--- config.mk ---
export PLATFORM = sky130hd
export DESIGN_NAME = shapool_job_sequencer
export DESIGN_NICKNAME = d
export VERILOG_FILES = /design/src/rtl/shapool_pkg.sv /design/src/rtl/shapool_nonce_fixup.sv /design/src/rtl/shapool_job_sequencer.sv
export SDC_FILE = /design/constraint.sdc
export NUM_CORES = 1
export LEC_CHECK = 0
export ABC_AREA = 1
export BUFFER_PORTS_ARGS = -buffer_cell sky130_fd_sc_hd__buf_4
export CAP_MARGIN = 20
export CORE_AREA = 2 2 315 317
export DETAILED_ROUTE_END_ITERATION = 12
export DIE_AREA = 0 0 317 319
export GPL_TIMING_DRIVEN = 0
export PLACE_DENSITY = 0.43
export RECOVER_POWER = 100
export SYNTH_ARGS = -nofsm -noshare
export SYNTH_HDL_FRONTEND = slang
export SYNTH_HIERARCHICAL = 1
export SYNTH_SLANG_ARGS = --single-unit
--- constraint.sdc ---
create_clock -name clk -period 1.5 [get_ports clk]
set_input_delay 0 -clock clk [delete_from_list [all_inputs] [get_ports clk]]
set_output_delay 0 -clock clk [all_outputs]
set_load 0.02 [all_outputs]
--- src/rtl/shapool_pkg.sv ---
// Shared types and constants for the shapool job sequencer and its nonce fixup.
package shapool_pkg;

  typedef enum logic [1:0] {
    ST_IDLE  = 2'd0,
    ST_FLUSH = 2'd1,
    ST_RUN   = 2'd2,
    ST_DONE  = 2'd3
  } state_t;

  localparam int FLUSH_CYCLES = 2;
  localparam int ROUNDS       = 64;
  localparam int PIPE_DELAY   = 2;

endpackage

--- src/rtl/shapool_nonce_fixup.sv ---
// Recovers the hashed nonce from the pool's live nonce: undo the pipeline advance,
// re-apply the MSB seed and prepend the index of the lowest matching pipeline.
module shapool_nonce_fixup
  import shapool_pkg::*;
#(
  parameter int POOL_SIZE      = 2,
  parameter int POOL_SIZE_LOG2 = 1
) (
  input  logic [31:0] i_pool_nonce,
  input  logic [7:0]  i_match_flags,
  input  logic [7:0]  i_nonce_start_msb,
  output logic [31:0] o_nonce
);

  localparam int NLW = 32 - POOL_SIZE_LOG2;

  logic [NLW-1:0]            w_lower;
  logic [POOL_SIZE_LOG2-1:0] w_idx;
  logic                      w_unused;

  assign w_lower = i_pool_nonce[NLW-1:0] - NLW'(PIPE_DELAY);

  // Scan from the top so the lowest set flag is the one left standing.
  always_comb begin
    w_idx = '0;
    for (int i = POOL_SIZE - 1; i >= 0; i--) begin
      if (i_match_flags[i]) w_idx = POOL_SIZE_LOG2'(i);
    end
  end

  assign o_nonce  = {w_idx, w_lower[NLW-1:NLW-8] ^ i_nonce_start_msb, w_lower[NLW-9:0]};
  assign w_unused = ^{i_pool_nonce >> NLW, i_match_flags >> POOL_SIZE};

endmodule

--- src/rtl/shapool_job_sequencer.sv ---
// Job-level controller for shapool: job intake, pool reset sequencing, round
// tracking, result capture. Optional abort input under SHAPOOL_JOB_SEQUENCER_ABORT_EN.
// Handshakes: a transfer happens on a clock edge where valid and ready are both high;
// job_ready is high only in IDLE, result_valid only in DONE, and DONE holds its
// fields until the edge that sees result_ready.
module shapool_job_sequencer
  import shapool_pkg::*;
#(
  parameter int POOL_SIZE      = 2,
  parameter int POOL_SIZE_LOG2 = 1,
  parameter int SEARCH_LOG2    = 32 - POOL_SIZE_LOG2
) (
  input  logic         clk,
  input  logic         reset_n,
`ifdef SHAPOOL_JOB_SEQUENCER_ABORT_EN
  input  logic         abort,
`endif
  input  logic         job_valid,
  output logic         job_ready,
  input  logic [255:0] job_sha_state,
  input  logic [95:0]  job_message_head,
  input  logic [7:0]   job_nonce_start_MSB,
  output logic         pool_reset_n,
  output logic [255:0] pool_sha_state,
  output logic [95:0]  pool_message_head,
  output logic [7:0]   pool_nonce_start_MSB,
  input  logic         pool_success,
  input  logic [31:0]  pool_nonce,
  input  logic [7:0]   pool_match_flags,
  output logic         result_valid,
  input  logic         result_ready,
  output logic         result_found,
  output logic [31:0]  result_nonce,
  output logic [7:0]   result_match_flags,
  output logic         busy,
  output logic [1:0]   dbg_state
);

  localparam int TW = SEARCH_LOG2 + 7;
  localparam int FW = (FLUSH_CYCLES > 1) ? $clog2(FLUSH_CYCLES) : 1;
  // Last checked nonce k = 2^SEARCH_LOG2-1 lands at t = ROUNDS*PIPE_DELAY + ROUNDS*k.
  localparam logic [TW-1:0] T_LAST =
    TW'((64'(ROUNDS) << SEARCH_LOG2) + 64'(ROUNDS * PIPE_DELAY) - 64'(ROUNDS));

  state_t         r_state;
  state_t         w_next;
  logic [FW-1:0]  r_flush_cnt;
  logic [TW-1:0]  r_t;
  logic           w_hit;
  logic           w_miss;
  logic           w_abort;
  logic [31:0]    w_fixed_nonce;

  logic [255:0]   r_sha_state;
  logic [95:0]    r_message_head;
  logic [7:0]     r_nonce_start_msb;
  logic           r_found;
  logic [31:0]    r_nonce;
  logic [7:0]     r_flags;

`ifdef SHAPOOL_JOB_SEQUENCER_ABORT_EN
  assign w_abort = abort;
`else
  assign w_abort = 1'b0;
`endif

  shapool_nonce_fixup #(
    .POOL_SIZE      (POOL_SIZE),
    .POOL_SIZE_LOG2 (POOL_SIZE_LOG2)
  ) u_fixup (
    .i_pool_nonce      (pool_nonce),
    .i_match_flags     (pool_match_flags),
    .i_nonce_start_msb (r_nonce_start_msb),
    .o_nonce           (w_fixed_nonce)
  );

  always_ff @(posedge clk or negedge reset_n) begin
    if (!reset_n) r_state <= ST_IDLE;
    else          r_state <= w_next;
  end

  always_comb begin
    w_next = r_state;
    w_hit  = 1'b0;
    w_miss = 1'b0;
    case (r_state)
      ST_IDLE: begin
        if (job_valid) w_next = ST_FLUSH;
      end
      ST_FLUSH: begin
        if (w_abort) begin
          w_next = ST_DONE;
          w_miss = 1'b1;
        end else if (r_flush_cnt == FW'(FLUSH_CYCLES - 1)) begin
          w_next = ST_RUN;
        end
      end
      ST_RUN: begin
        // Success outranks both abort and exhaustion in the same cycle.
        if (pool_success) begin
          w_next = ST_DONE;
          w_hit  = 1'b1;
        end else if (w_abort || r_t == T_LAST) begin
          w_next = ST_DONE;
          w_miss = 1'b1;
        end
      end
      ST_DONE: begin
        if (result_ready) w_next = ST_IDLE;
      end
      default: w_next = ST_IDLE;
    endcase
  end

  always_ff @(posedge clk or negedge reset_n) begin
    if (!reset_n) begin
      r_flush_cnt       <= '0;
      r_t               <= '0;
      r_sha_state       <= '0;
      r_message_head    <= '0;
      r_nonce_start_msb <= '0;
      r_found           <= 1'b0;
      r_nonce           <= '0;
      r_flags           <= '0;
    end else begin
      if (r_state == ST_IDLE && job_valid) begin
        r_sha_state       <= job_sha_state;
        r_message_head    <= job_message_head;
        r_nonce_start_msb <= job_nonce_start_MSB;
      end

      if (r_state == ST_FLUSH) r_flush_cnt <= r_flush_cnt + FW'(1);
      else                     r_flush_cnt <= '0;

      // t is 0 on the first RUN cycle, tracking the pool's round counter.
      if (r_state == ST_RUN) r_t <= r_t + TW'(1);
      else                   r_t <= '0;

      if (w_hit) begin
        r_found <= 1'b1;
        r_nonce <= w_fixed_nonce;
        r_flags <= pool_match_flags;
      end else if (w_miss) begin
        r_found <= 1'b0;
        r_nonce <= '0;
        r_flags <= '0;
      end
    end
  end

  assign job_ready            = (r_state == ST_IDLE);
  assign pool_reset_n         = (r_state == ST_RUN);
  assign busy                 = (r_state == ST_FLUSH) || (r_state == ST_RUN);
  assign result_valid         = (r_state == ST_DONE);
  assign result_found         = r_found;
  assign result_nonce         = r_nonce;
  assign result_match_flags   = r_flags;
  assign pool_sha_state       = r_sha_state;
  assign pool_message_head    = r_message_head;
  assign pool_nonce_start_MSB = r_nonce_start_msb;
  assign dbg_state            = r_state;

endmodule

After elaboration in Yosys (flattened, before gate mapping)
Index checks and enable logic that the tools add are counted.
{ "word_totals": {"ff_bits": 442, "inputBits": 405} }
{ "op_classes": {"n_addsub": 3, "eq_ne": 8, "muxes": 21, "bitwise": 1, "n_reduce_logical": 5} }
{ "ops": {"columns": ["cell", "count"], "rows": [
  ["$mux 32", 2],
  ["$add 38x1->38 const B", 1],
  ["$eq 38x38->1 const B", 1],
  ["$mux 38", 1],
  ["$sub 31x2->31 const B", 1],
  ["$mux 8", 2],
  ["$mux 1", 10],
  ["$mux 2", 5],
  ["$pmux 2 s4", 1],
  ["$xor 8x8->8", 1],
  ["$eq 2x2->1 const B", 2],
  ["$ne 2x2->1 const B", 2],
  ["$reduce_and 4->1", 1],
  ["$ne 3x1->1 const B", 1],
  ["$eq 2x1->1 const B", 1],
  ["$logic_not 2->1", 1],
  ["$ne 2x1->1 const B", 1],
  ["$reduce_bool 2->1", 1],
  ["$add 1x1->1 const B", 1],
  ["$logic_and 1x1->1", 1],
  ["$logic_or 1x1->1", 1]
]} }

Longest topological paths before layout
{ "depth": {"ltp_word": 6, "ltp_mapped": 11, "ltp_nobuf": 11} }

Cells and area by module
The synthesis kept the hierarchy.
{ "modules_own_cells": {"columns": ["mod", "instances", "cells_per_inst", "area_each_um2"], "rows": [
  ["shapool_job_sequencer", 1, 1325, 17534.3],
  ["shapool_nonce_fixup", 1, 181, 948.4]
]} }

Worst setup path before layout
OpenSTA, ideal clock, no wires.
{ "synth_timing": {"path_type": "register to register", "startpoint": "register r_state[0], in the netlist dbg_state[0]", "endpoint": "register r_message_head[50], in the netlist pool_message_head[50]", "arrival_time_ns": 1.824, "required_time_ns": 1.375, "slack_ns": -0.448, "stages_incl_launch_ff": 7, "path_buffers": 2, "period_less_slack_ns": 1.948, "cell_sequence": "dfrtp_1 inv_1 ha_1 nand2_1 buf_2 buf_2 mux2_2"} }
{ "synth_between": {"elab_chain_cells": 2} }
{ "synth_lines": {"columns": ["element", "line_no", "source"], "rows": [
  ["start, declared", "shapool_job_sequencer.sv:45", "state_t r_state;"],
  ["start signal, assigned", "shapool_job_sequencer.sv:79", "else r_state <= w_next;"],
  ["$logic_not 2->1", null, null],
  ["via job_ready", "shapool_job_sequencer.sv:19", "output logic job_ready,"],
  ["$logic_and 1x1->1", "shapool_job_sequencer.sv:126", "if (r_state == ST_IDLE && job_valid) begin"],
  ["end signal, assigned", "shapool_job_sequencer.sv:128", "r_message_head <= job_message_head;"],
  ["end, declared", "shapool_job_sequencer.sv:55", "logic [95:0] r_message_head;"]
]} }
The timed path passes the listed nets, and every way through them passes these cells.
A chain may end at the register's enable or synchronous reset.

Worst setup path after layout
{ "layout_timing": {"startpoint": "register r_state[1], in the netlist dbg_state[1]", "endpoint": "register r_message_head[92], in the netlist pool_message_head[92]"} }
{ "layout_between": {"elab_chain_cells": 2} }
{ "layout_lines": {"columns": ["element", "line_no"], "rows": [
  ["$logic_not 2->1", "shapool_job_sequencer.sv:126"],
  ["$logic_and 1x1->1", "shapool_job_sequencer.sv:126"]
]} }
Every way passes these cells.

==> metrics.txt <==
final setup violation count 433; cell taking the most area after synthesis dfrtp_1; ys async rst share 100%; Post-synth EDFFs 0; Die Ht 319 um; sequential power share 32.9%; Synth cell types 35; total core area 97700 um2; Rows 115; Bufs on Longest Clock Path 3; grt ovf 0; Final Hold Fails 9; Setup crit start kind flop; routed len/inst 18.6 um; number of fill cells 10100; Multi-input gate area 7290 um2; post-DP HPWL 59300 um; clk root buf clkbuf_16; status complete, but fails checks; CP required 2.00 ns; Leakage 14.4 nW; Power, Total 62.7 mW; Power Density 1940 nW/um2; remaining antenna violation count 0; WHS -0.0287 ns; H-tree depth 2; Worst R2R End pool_message_head[92]; Clock power frac 22.7%; CP Capture Type flop; syn_nets 1919; worst slew pin tran 1.12 ns; Max VDD drop 1.10 mV; Setup CP Type reg2reg; Final nets 3245; fmax 579 MHz; share of layout cells above drive strength 1 38.9%; max_cap viols 0; Synth Register Bits 442; reg2reg setup slack -0.23 ns; drt total wl 77500 um; via-per-instance ratio 3.93; TritonCTS Sinks 442; Crit path buffers/inverters 4; worst slack, placed -0.693 ns; GPL Wtd Cong 0.852; slowest cell on the critical path dfrtp_2; post-synth top area share 59.8%; syn avg cell area 12.3 um2; I/O pins 812; largest net degree at the start of global routing 109; top post-synthesis cells by area dfrtp_1, mux2_2, nand2_1; RSZ-0062 raised after global routing true; FF-to-FF Start dbg_state[1]; Ys Warns 6; depth of the worst register-to-register path 7; drt first-iter violations 648; Die Footprint 101000 um2; Switching Fraction 40.3%; Hold Path Class in2async; final period utilization 115%; Synth Flop Type dfrtp_1; Seq. cell area 11100 um2; CTS Buf Count 55; synth-to-layout area growth 75.1%; Crit path largest cell delay 0.42 ns; clock skew 0.0188 ns; vias in the first global route 17700; sw power 25.3 mW; CP Data Arrival Time 2.22 ns; fin. max-slew vios 0; Initial Util 18.9%; Clk Latency, worst-skew pair 0.63 ns; CTS tree yes; Internal Power 37.4 mW; die width 317 um; most used cell, CP buf_12; drt drc 0; first-pass GRT wire length 112000 um; Levels on crit path 7; Pre-antenna DRT Iters 4; sequential share of the synthesized area 59.8%; Total GRT Usage 14.8%; via count 16400; critical path, cell by cell inv_2 > ha_4 > nand2_8 > buf_12 > buf_12 > buf_8 > mux2_4; violated checks hold timing, setup timing; final worst slack -0.228 ns; post-layout minimum cycle time 1.73 ns; Buffers on Ports 809; Slew headroom 25.3%; Reg clk slew, reported paths 0.06 ns; CP startpoint dbg_state[1]; combinational fraction of design power 44.3%; Synth Instances 1506; Critical Path Fanout Max 10; initial antenna violation count 4; Cell Area, Synth 18500 um2; family with the most delay on the worst path buffers and inverters
placed cells by master (no fill, tap or decap), types with 33 or more instances in the layout:
master	synthesis	routed
dlygate4sd3_1	0	414
nand3_2	3	33
buf_4	2	432
inv_1	69	65
nand3_1	70	39
clkbuf_16	0	58
mux2_2	360	340
nand2_1	227	218
clkbuf_2	0	38
clkbuf_1	9	377
dfrtp_1	442	431
nor2_1	119	111
logic make-up (layout without fill, tap and decap cells):
family / Yosys count / count (layout) / synth area share (%)
and+or+nand+nor: 488 / 489 / 12.0
buffers and inverters: 133 / 1502 / 3.09
adders and majority gates: 8 / 8 / 0.542
muxes: 360 / 360 / 21.9
other: 0 / 1 / 0
DFF: 442 / 442 / 59.8
AOI/OAI and AO/OA: 49 / 49 / 1.38
xor gates and xnor gates: 26 / 26 / 1.23
registers in the layout, indices dropped and copies added (netlist names):
register / count
dbg_state: 2
pool_message_head: 96
pool_nonce_start_MSB: 8
pool_sha_state: 256
r_flush_cnt: 1
r_t: 38
result_found: 1
result_match_flags: 8
result_nonce: 32
cell usage after synthesis, drive strengths merged (10+ instances only):
library cell,count
inv,76
xnor2,13
nor2,144
mux2,360
nand4,17
nand3,74
clkbuf,10
o21ai,26
dfrtp,442
xor2,13
nand2,241
a21oi,19
buf,47
per-layer routing:
| layer | vias up | part of all wire, % | GRT usage, % |
|---|---|---|---|
| met4 | 2 | 3.6 | 5.35 |
| li1 | 7709 | - | - |
| met5 | - | 0.019 | 0 |
| met2 | 529 | 51 | 26.6 |
| met1 | 8019 | 39 | 16.6 |
| met3 | 119 | 6.6 | 3.73 |
worst register-to-register path, delay by kind of cell (launching register included):
| family | cells | cell delay [ns] |
|---|---|---|
| simple gates | 1 | 0.12 |
| fa+ha+maj | 1 | 0.20 |
| mux | 1 | 0.31 |
| flops | 1 | 0.42 |
| buf+inv | 4 | 0.56 |
worst max path at each step:
stage	to	slack, ns
2_1_floorplan	pool_sha_state[100]	-0.08
3_3_place_gp	dbg_state[0]	-4.79
3_5_place_dp	result_match_flags[2]	-0.69
4_1_cts	result_match_flags[5]	-0.24
5_1_grt	result_match_flags[7]	-0.30
6_report	pool_message_head[92]	-0.23
what timing repair did:
action,in CTS,in global routing
hold buffers,415,0
gates cloned,7,1
resized for setup,137,29
setup buffers,27,8
hold endpoints to repair,634,0
pin swaps,28,23
endpoints found under the setup margin,436,450
power groups by stage:
stage	logic [mW]	registers [mW]	clock network, mW
CTS	32.7	20.8	14.7
floorplan	9.11	27.2	0
global placement	30.2	20.7	0
finish	27.8	20.7	14.2
global route	29.6	21.4	15.2
detailed placement	30.4	20.9	0
layout make-up:
class                      instances  area share, %
antenna                            1        0.00773
buffer                            56           2.46
clock buffer                      76           5.00
clock inverter                    25           1.03
inverter                          76          0.897
multi-input combinational        932           22.5
sequential                       442           34.2
tap                             1287           4.98
timing repair buffer            1269           28.9
metrics by stage:
| stage | cell area (um2) | utilization, % | setup TNS (ns) | cells |
|---|---|---|---|---|
| detailed placement | 26600 | 27.3 | -121.74 | 3606 |
| finish | 32400 | 33.1 | -68.09 | 4164 |
| global placement | 26500 | 27.2 | -2065.59 | 3602 |
| CTS | 33700 | 34.5 | -78.10 | 4154 |
| floorplan | 18800 | - | -24.13 | 1506 |
| global route | 32400 | 33.1 | -113.66 | 4163 |
(Power assumes the default switching activity.)
